### config.mk
export PLATFORM = sky130hd
export DESIGN_NAME = clock_divider_prog
export DESIGN_NICKNAME = d
export VERILOG_FILES = /design/src/rtl/clock_divider_prog.sv
export SDC_FILE = /design/constraint.sdc
export NUM_CORES = 1
export LEC_CHECK = 0
export ABC_CLOCK_PERIOD_IN_PS = 8500
export BUFFER_PORTS_ARGS = -buffer_cell sky130_fd_sc_hd__buf_2
export CORE_ASPECT_RATIO = 0.9
export CORE_MARGIN = 5
export CORE_UTILIZATION = 50
export CTS_CLUSTER_DIAMETER = 30
export DETAILED_ROUTE_END_ITERATION = 6
export PLACE_DENSITY = 0.7
export RECOVER_POWER = 100
export SLEW_MARGIN = 10
export SYNTH_ARGS = -nofsm -noshare
export SYNTH_HDL_FRONTEND = slang
export SYNTH_SLANG_ARGS = --single-unit
### constraint.sdc
create_clock -name clk -period 8.5 [get_ports clk]
set_clock_uncertainty 0.2 [all_clocks]
set_input_delay 1.7 -clock clk [delete_from_list [all_inputs] [get_ports clk]]
set_output_delay 1.7 -clock clk [all_outputs]
set_load 0.05 [all_outputs]
### src/rtl/clock_divider_prog.sv
// clock_divider_prog
// Multi-channel programmable divider. Each channel divides clk by a runtime
// divisor D (1..2^CNT_W-1, 0 = channel off) and produces a registered
// divided-clock level plus a one-cycle tick in the last cycle of each period.
// The outputs are clock enables / timebase levels and are never used as
// real clocks.
//
// Divisor updates land only at a period boundary, so a period is never
// truncated or stretched. A sync pulse restarts every channel's phase
// together. A channel whose divisor is 0 takes a new divisor on every edge,
// so a load brings it back without waiting for a wrap.
//
// There are no handshakes: load, sync and en are plain per-edge strobes
// that are sampled on every rising edge of clk.

module clock_divider_prog #(
  parameter int NUM_CH      = 4,
  parameter int CNT_W       = 8,
  parameter int DEFAULT_DIV = 2
) (
  input  logic                    clk,
  input  logic                    rst,
  input  logic [NUM_CH-1:0]       en,
  input  logic                    sync,
  input  logic [NUM_CH-1:0]       load,
  input  logic [NUM_CH*CNT_W-1:0] div_in,
  output logic [NUM_CH-1:0]       clk_out,
  output logic [NUM_CH-1:0]       tick,
  output logic [NUM_CH*CNT_W-1:0] div_active
);

  localparam logic [CNT_W-1:0] RST_DIV = CNT_W'(DEFAULT_DIV);
  localparam logic [CNT_W-1:0] ONE     = CNT_W'(1);

  for (genvar g = 0; g < NUM_CH; g++) begin : g_ch
    logic [CNT_W-1:0] r_cnt;
    logic [CNT_W-1:0] r_shadow;
    logic [CNT_W-1:0] r_d;
    logic             r_clk_out;
    logic             r_tick;

    logic [CNT_W-1:0] w_div_slice;
    logic [CNT_W-1:0] w_nxt;
    logic [CNT_W-1:0] w_d_m1;
    logic [CNT_W-1:0] w_half;
    logic             w_off;
    logic             w_wrap;

    // Per-channel combinational helpers: next divisor, last count, high length.
    always_comb begin
      w_div_slice = div_in[g*CNT_W +: CNT_W];
      w_nxt       = load[g] ? w_div_slice : r_shadow;
      w_off       = (r_d == '0);
      // D=0 is never decremented; the off path does not use w_d_m1 anyway.
      w_d_m1      = w_off ? '0 : (r_d - ONE);
      // (D+1)>>1 without needing a CNT_W+1 bit adder.
      w_half      = (r_d >> 1) + {{(CNT_W-1){1'b0}}, r_d[0]};
      w_wrap      = (r_cnt == w_d_m1);
    end

    // Shadow divisor register: captures every load strobe.
    always_ff @(posedge clk or negedge rst) begin
      if (!rst) begin
        r_shadow <= RST_DIV;
      end else if (load[g]) begin
        r_shadow <= w_div_slice;
      end
    end

    // Divider core: sync, then off, then enabled count, else freeze.
    always_ff @(posedge clk or negedge rst) begin
      if (!rst) begin
        r_cnt     <= '0;
        r_clk_out <= 1'b0;
        r_tick    <= 1'b0;
        r_d       <= RST_DIV;
      end else if (sync) begin
        r_cnt     <= '0;
        r_clk_out <= 1'b0;
        r_tick    <= 1'b0;
        r_d       <= w_nxt;
      end else if (w_off) begin
        r_cnt     <= '0;
        r_clk_out <= 1'b0;
        r_tick    <= 1'b0;
        r_d       <= w_nxt;
      end else if (en[g]) begin
        r_clk_out <= (r_cnt < w_half);
        r_tick    <= w_wrap;
        if (w_wrap) begin
          r_cnt <= '0;
          r_d   <= w_nxt;
        end else begin
          r_cnt <= r_cnt + ONE;
        end
      end else begin
        r_tick <= 1'b0;
      end
    end

    assign clk_out[g]                   = r_clk_out;
    assign tick[g]                      = r_tick;
    assign div_active[g*CNT_W +: CNT_W] = r_d;
  end

endmodule

---- After elaboration in Yosys (flattened, before gate mapping) ----
Cells that the tools add are included.
Widths: inputs -> output; s select.
storage, ports and cells
  flip-flop bits (word level) ............. 104
  output and inout bits ................... 40
  word-level logic and storage cells ...... 120
operators by class
  $add $sub $neg .......................... 12
  $lt $le $gt $ge ......................... 4
  equality and inequality tests ........... 4
  muxes and demuxes ....................... 64
  reductions and logical operators ........ 16
operators by type and width
  operator             count
  $mux 8               40
  $add 7x1->8          4
  $add 8x1->8 const B  4
  $eq 8x8->1           4
  $logic_not 8->1      4
  $lt 8x8->1           4
  $sub 8x1->8 const B  4
  $mux 1               24
  $reduce_bool 3->1    8
  $reduce_and 2->1     4

---- Longest topological paths before layout ----
  depth in word-level cells ............... 7
  gate-level depth with buffers ........... 11
  mapped depth without buffers ............ 10

---- Worst setup path before layout ----
Ideal clock, no wire load.
  path type ............................... register to register
  from .................................... register g_ch[1].r_d[0]
  to ...................................... register g_ch[1].r_d[3]
  data arrival time ....................... 3.169 ns
  setup slack ............................. 5.006 ns
  stages on the path, launching flop included .. 12
  period minus slack after synthesis ...... 3.494 ns
  cells stage by stage .................... dfrtp_1 -> inv_1 -> ha_1 -> clkbuf_1 -> nor3b_1 -> nand2_1 -> or3_1 -> a211o_1 -> nor4_2 -> a21oi_1 -> clkbuf_1 -> mux2_2
on the way
  cells in the longest elaborated chain, start to end .. 5
  elaborated cells on any way between the ends .. 9
RTL lines
  what                                            RTL line  source
  start: declaration                              38        logic [CNT_W-1:0] r_d;
  start signal: assignment                        81        r_d <= w_nxt;
  start signal: assignment                        86        r_d <= w_nxt;
  start signal: assignment                        92        r_d <= w_nxt;
  $sub 8x1->8 or $logic_not 8->1 (tied branches)  55, 53
  $mux 8                                          55        w_d_m1 = w_off ? '0 : (r_d - ONE);
  $eq 8x8->1                                      58        w_wrap = (r_cnt == w_d_m1);
  $reduce_bool 3->1 (no line)                     n/a
  $reduce_and 2->1 (no line)                      n/a
Several ways; a longest one is shown, not always the timed one.
A chain may end at the register's enable or synchronous reset.

---- Worst setup path after layout ----
  from .................................... register g_ch[2].r_d[0]
  to ...................................... register g_ch[2].r_d[7]
on the way
  cells in the longest elaborated chain, start to end .. 5
  elaborated cells on any way between the ends .. 9
RTL lines
  what                                            RTL line
  start: declaration                              38
  start signal: assignment                        81
  start signal: assignment                        86
  start signal: assignment                        92
  $sub 8x1->8 or $logic_not 8->1 (tied branches)  55, 53
  $mux 8                                          55
  $eq 8x8->1                                      58
  $reduce_bool 3->1 (no line)                     n/a
  $reduce_and 2->1 (no line)                      n/a
Several ways; a longest one is shown, not always the timed one.

==> run_results.csv <==
group,metric,value,unit
clocking,cts_setup_buffers,0,
layout,layout.nets,845,
grt,grt_max_degree,55,
synthesis,synth_top_area_cell,"dfrtp_1",
drt,wl_per_cell,16.7,um
timing,setup_viol,0,
floorplanning,row_count,41,
floorplanning,initial_core_util,50.7,%
floorplanning,die-area,0.0166,mm2
timing,layout_setup_ws,3890,ps
layout,drive_gt1_share,16.4,%
synthesis,synth.net_count,801,
timing,period_share,54.3,%
power,p_switching,542,uW
power,p_comb_share,29.2,%
clocking,clockRootBuffer,"clkbuf_16",
worst_setup_path,crit_family,"simple AND/OR/NAND/NOR gates",
placed_design,dp_cells,940,
power,internal_power,941,uW
worst_setup_path,cpPeakStageDelay,1150,ps
synthesis,synth.most_common_cell,"dfrtp_1",
grt,grt-ovfl-total,0,
synthesis,synthCells,714,
grt,grt_pass1_wl,27000,um
worst_setup_path,required,8530,ps
synthesis,ys_top_cells_by_count,"dfrtp_1, mux2_2, nand3_1",
grt,grt.total_usage,20.1,%
placed_design,dp_hpwl,11800,um
timing,rsz0062_at_grt,"false",
layout,area_growth,8.99,%
placed_design,port-buffer-count,82,
synthesis,ys_seq_elements,104,
job,cap_violations,1,
synthesis,synth_ff_type,"dfrtp_1",
clocking,clock-sinks,104,
timing,hold_violations,0,
clocking,worst_skew_pair.late_latency,360,ps
placed_design,post-place-ws,4500,ps
timing,final_max_slew_viol_count,52,
power,ir_drop,0.176,mV
timing,tightest_slew,2650,ps
clocking,clk_pin_slew,70,ps
drt,drtIter0Drc,407,
synthesis,synth-seq-area-share,37.1,%
clocking,cts-buffers-inserted,9,
power,p_clk_share,28.7,%
timing,fin_tns_setup,0,ps
power,leakage,3.34,nW
synthesis,ys_warn_count,0,
min_path,hold_class,"reg2reg",
layout,final_cells,956,
synthesis,syn-cell-area,0.00704,mm2
drt,drtAntennaViolNets,0,
grt,grt_antenna_before_repair,0,
clocking,cts_buffer_depth,2,
worst_setup_path,crit_slowest_cell,"nor4_1",
synthesis,yosys-top-cells-area,"dfrtp_1, mux2_2, ha_1",
floorplanning,die_w,135,um
drt,vias,5566,
floorplanning,coreArea,0.0139,mm2
layout,diodes,0,
worst_setup_path,cp.buffers_inverters,1,
drt,firstDrtPassIters,5,
synthesis,ys_types,66,
grt,grt_pass1_vias,5531,
outcome,status,"finished, violations left",
floorplanning,die-height,123,um
clocking,cts.repair.resized,0,
synthesis,syn_avg_cell_area,9.86,um2
worst_setup_path,critical_path_class,"reg2reg",
worst_setup_path,crit_path_end_kind,"flip-flop",
power,design_power_total,1.48,mW
placed_design,place.gp.congestion,0.902,
power,powerDensity,193,mW/mm2
timing,slew_headroom,-76.7,%
clocking,cts_htree_levels,3,
power,netSwitchingFraction,36.6,%
worst_setup_path,critPathLaunchType,"flip-flop",
synthesis,synth_edf_count,0,
drt,wl,16000,um
floorplanning,io-pin-count,83,
power,seqPwrFrac,42.2,%
drt,drc,0,
worst_setup_path,cp_max_fo,10,
drt,viasPerCell,5.82,
worst_setup_path,worstPathArrival,4640,ps
synthesis,async_reset_ff_share,100,%
timing,fmax,217,MHz
clocking,holdBufCountCts,0,
timing,min_period,4610,ps
clocking,cts_tree,"yes",
worst_setup_path,path_cells,"inv_1 > ha_1 > nor3b_1 > a21boi_0 > nor3_1 > o211ai_1 > nor4_1 > a21oi_1 > mux2_4",
synthesis,synth_top_area_share,34.1,%
outcome,violations,"max-capacitance violations, max-slew violations",
## worst paths after layout
kind / depth (start not counted) / from / end / slack (ps)
setup / recovery: 9 / g_ch[2].r_d[0]$_DFFE_PN0P_ / g_ch[2].r_d[7]$_DFFE_PN0P_ / 3890
setup reg to reg: 9 / g_ch[2].r_d[0]$_DFFE_PN0P_ / g_ch[2].r_d[7]$_DFFE_PN0P_ / 3890
min in group asynchronous: 1 / rst / g_ch[3].r_d[2]$_DFFE_PN0P_ / 1980
hold / removal: 1 / g_ch[2].r_shadow[6]$_DFF_PN0_ / g_ch[2].r_shadow[6]$_DFF_PN0_ / 280
max in group asynchronous: 2 / rst / g_ch[2].r_shadow[6]$_DFF_PN0_ / 4310
hold reg to reg: 1 / g_ch[2].r_shadow[6]$_DFF_PN0_ / g_ch[2].r_shadow[6]$_DFF_PN0_ / 280
## cells in the final DEF (no fill, tap or decap), types with 6 or more instances in the layout
master	count
a211o_1	6
a211oi_1	9
a21o_1	10
a21oi_1	29
a31o_2	7
a31oi_1	6
and2_0	7
and3_1	16
buf_2	37
clkbuf_1	46
clkbuf_16	9
dfrtp_1	96
dfstp_2	7
ha_1	44
inv_1	24
mux2_1	16
mux2_2	40
mux2_4	8
nand2_1	27
nand2b_1	15
nand3_1	50
nand3b_1	10
nand4_1	12
nor2_1	19
nor2b_1	8
nor3_1	12
nor3b_1	11
nor4_1	9
o21a_1	6
o21ai_0	26
or2_2	6
or3_1	14
or4_1	12
xnor2_1	32
xor2_1	20
## metrics by stage
step | instance area [um2] | utilization [%] | hold slack (ps)
after floorplan | 7040 | - | 269
after global placement | 7480 | 53.8 | 278
after detailed placement | 7480 | 53.8 | 282
after CTS | 7770 | 55.9 | 298
after global routing | 7680 | 55.2 | 294
final | 7680 | 55.2 | 283
## final cells by class
type                       count  area [um2]
multi-input combinational    536        4070
sequential                   104        2610
fill                        1235        6230
timing repair buffer          83         362
inverter                      24        90.1
clock inverter                 6        67.6
clock buffer                  10         229
tap                          193         241
## kinds of logic (layout without fill, tap and decap cells)
| group | Yosys count | after routing | synth area share (%) |
|---|---|---|---|
| DFF | 104 | 104 | 37.1 |
| xor gates and xnor gates | 52 | 52 | 6.47 |
| AOI/OAI and AO/OA | 128 | 128 | 12.3 |
| muxes | 68 | 68 | 11.2 |
| and+or+nand+nor | 244 | 244 | 20.6 |
| buffers and inverters | 74 | 123 | 4.51 |
| adders and majority gates | 44 | 44 | 7.82 |
## per-layer routing
metal  track usage, %  wire, um  up-vias  part of all wire [%]
met5                0         0        -                     0
met4             6.17       271        0                   1.7
met3             4.30       715       23                   4.5
met2             32.8      7570      157                    47
met1             26.9      7450     2699                    47
li1                 -         -     2687                     -
## power groups by stage
| stage | sequential (mW) | combinational, mW | clock (mW) |
|---|---|---|---|
| after floorplan | 0.672 | 0.297 | 0 |
| after global placement | 0.629 | 0.433 | 0 |
| after detailed placement | 0.633 | 0.447 | 0 |
| after CTS | 0.624 | 0.449 | 0.439 |
| after global routing | 0.636 | 0.475 | 0.459 |
| final | 0.626 | 0.432 | 0.425 |
## flip-flops by register name, indices dropped and copies added (netlist names)
signal          flops
g_ch.r_cnt         32
g_ch.r_d           32
g_ch.r_shadow      32
g_ch.r_clk_out      4
g_ch.r_tick         4
(Power assumes the default switching activity.)
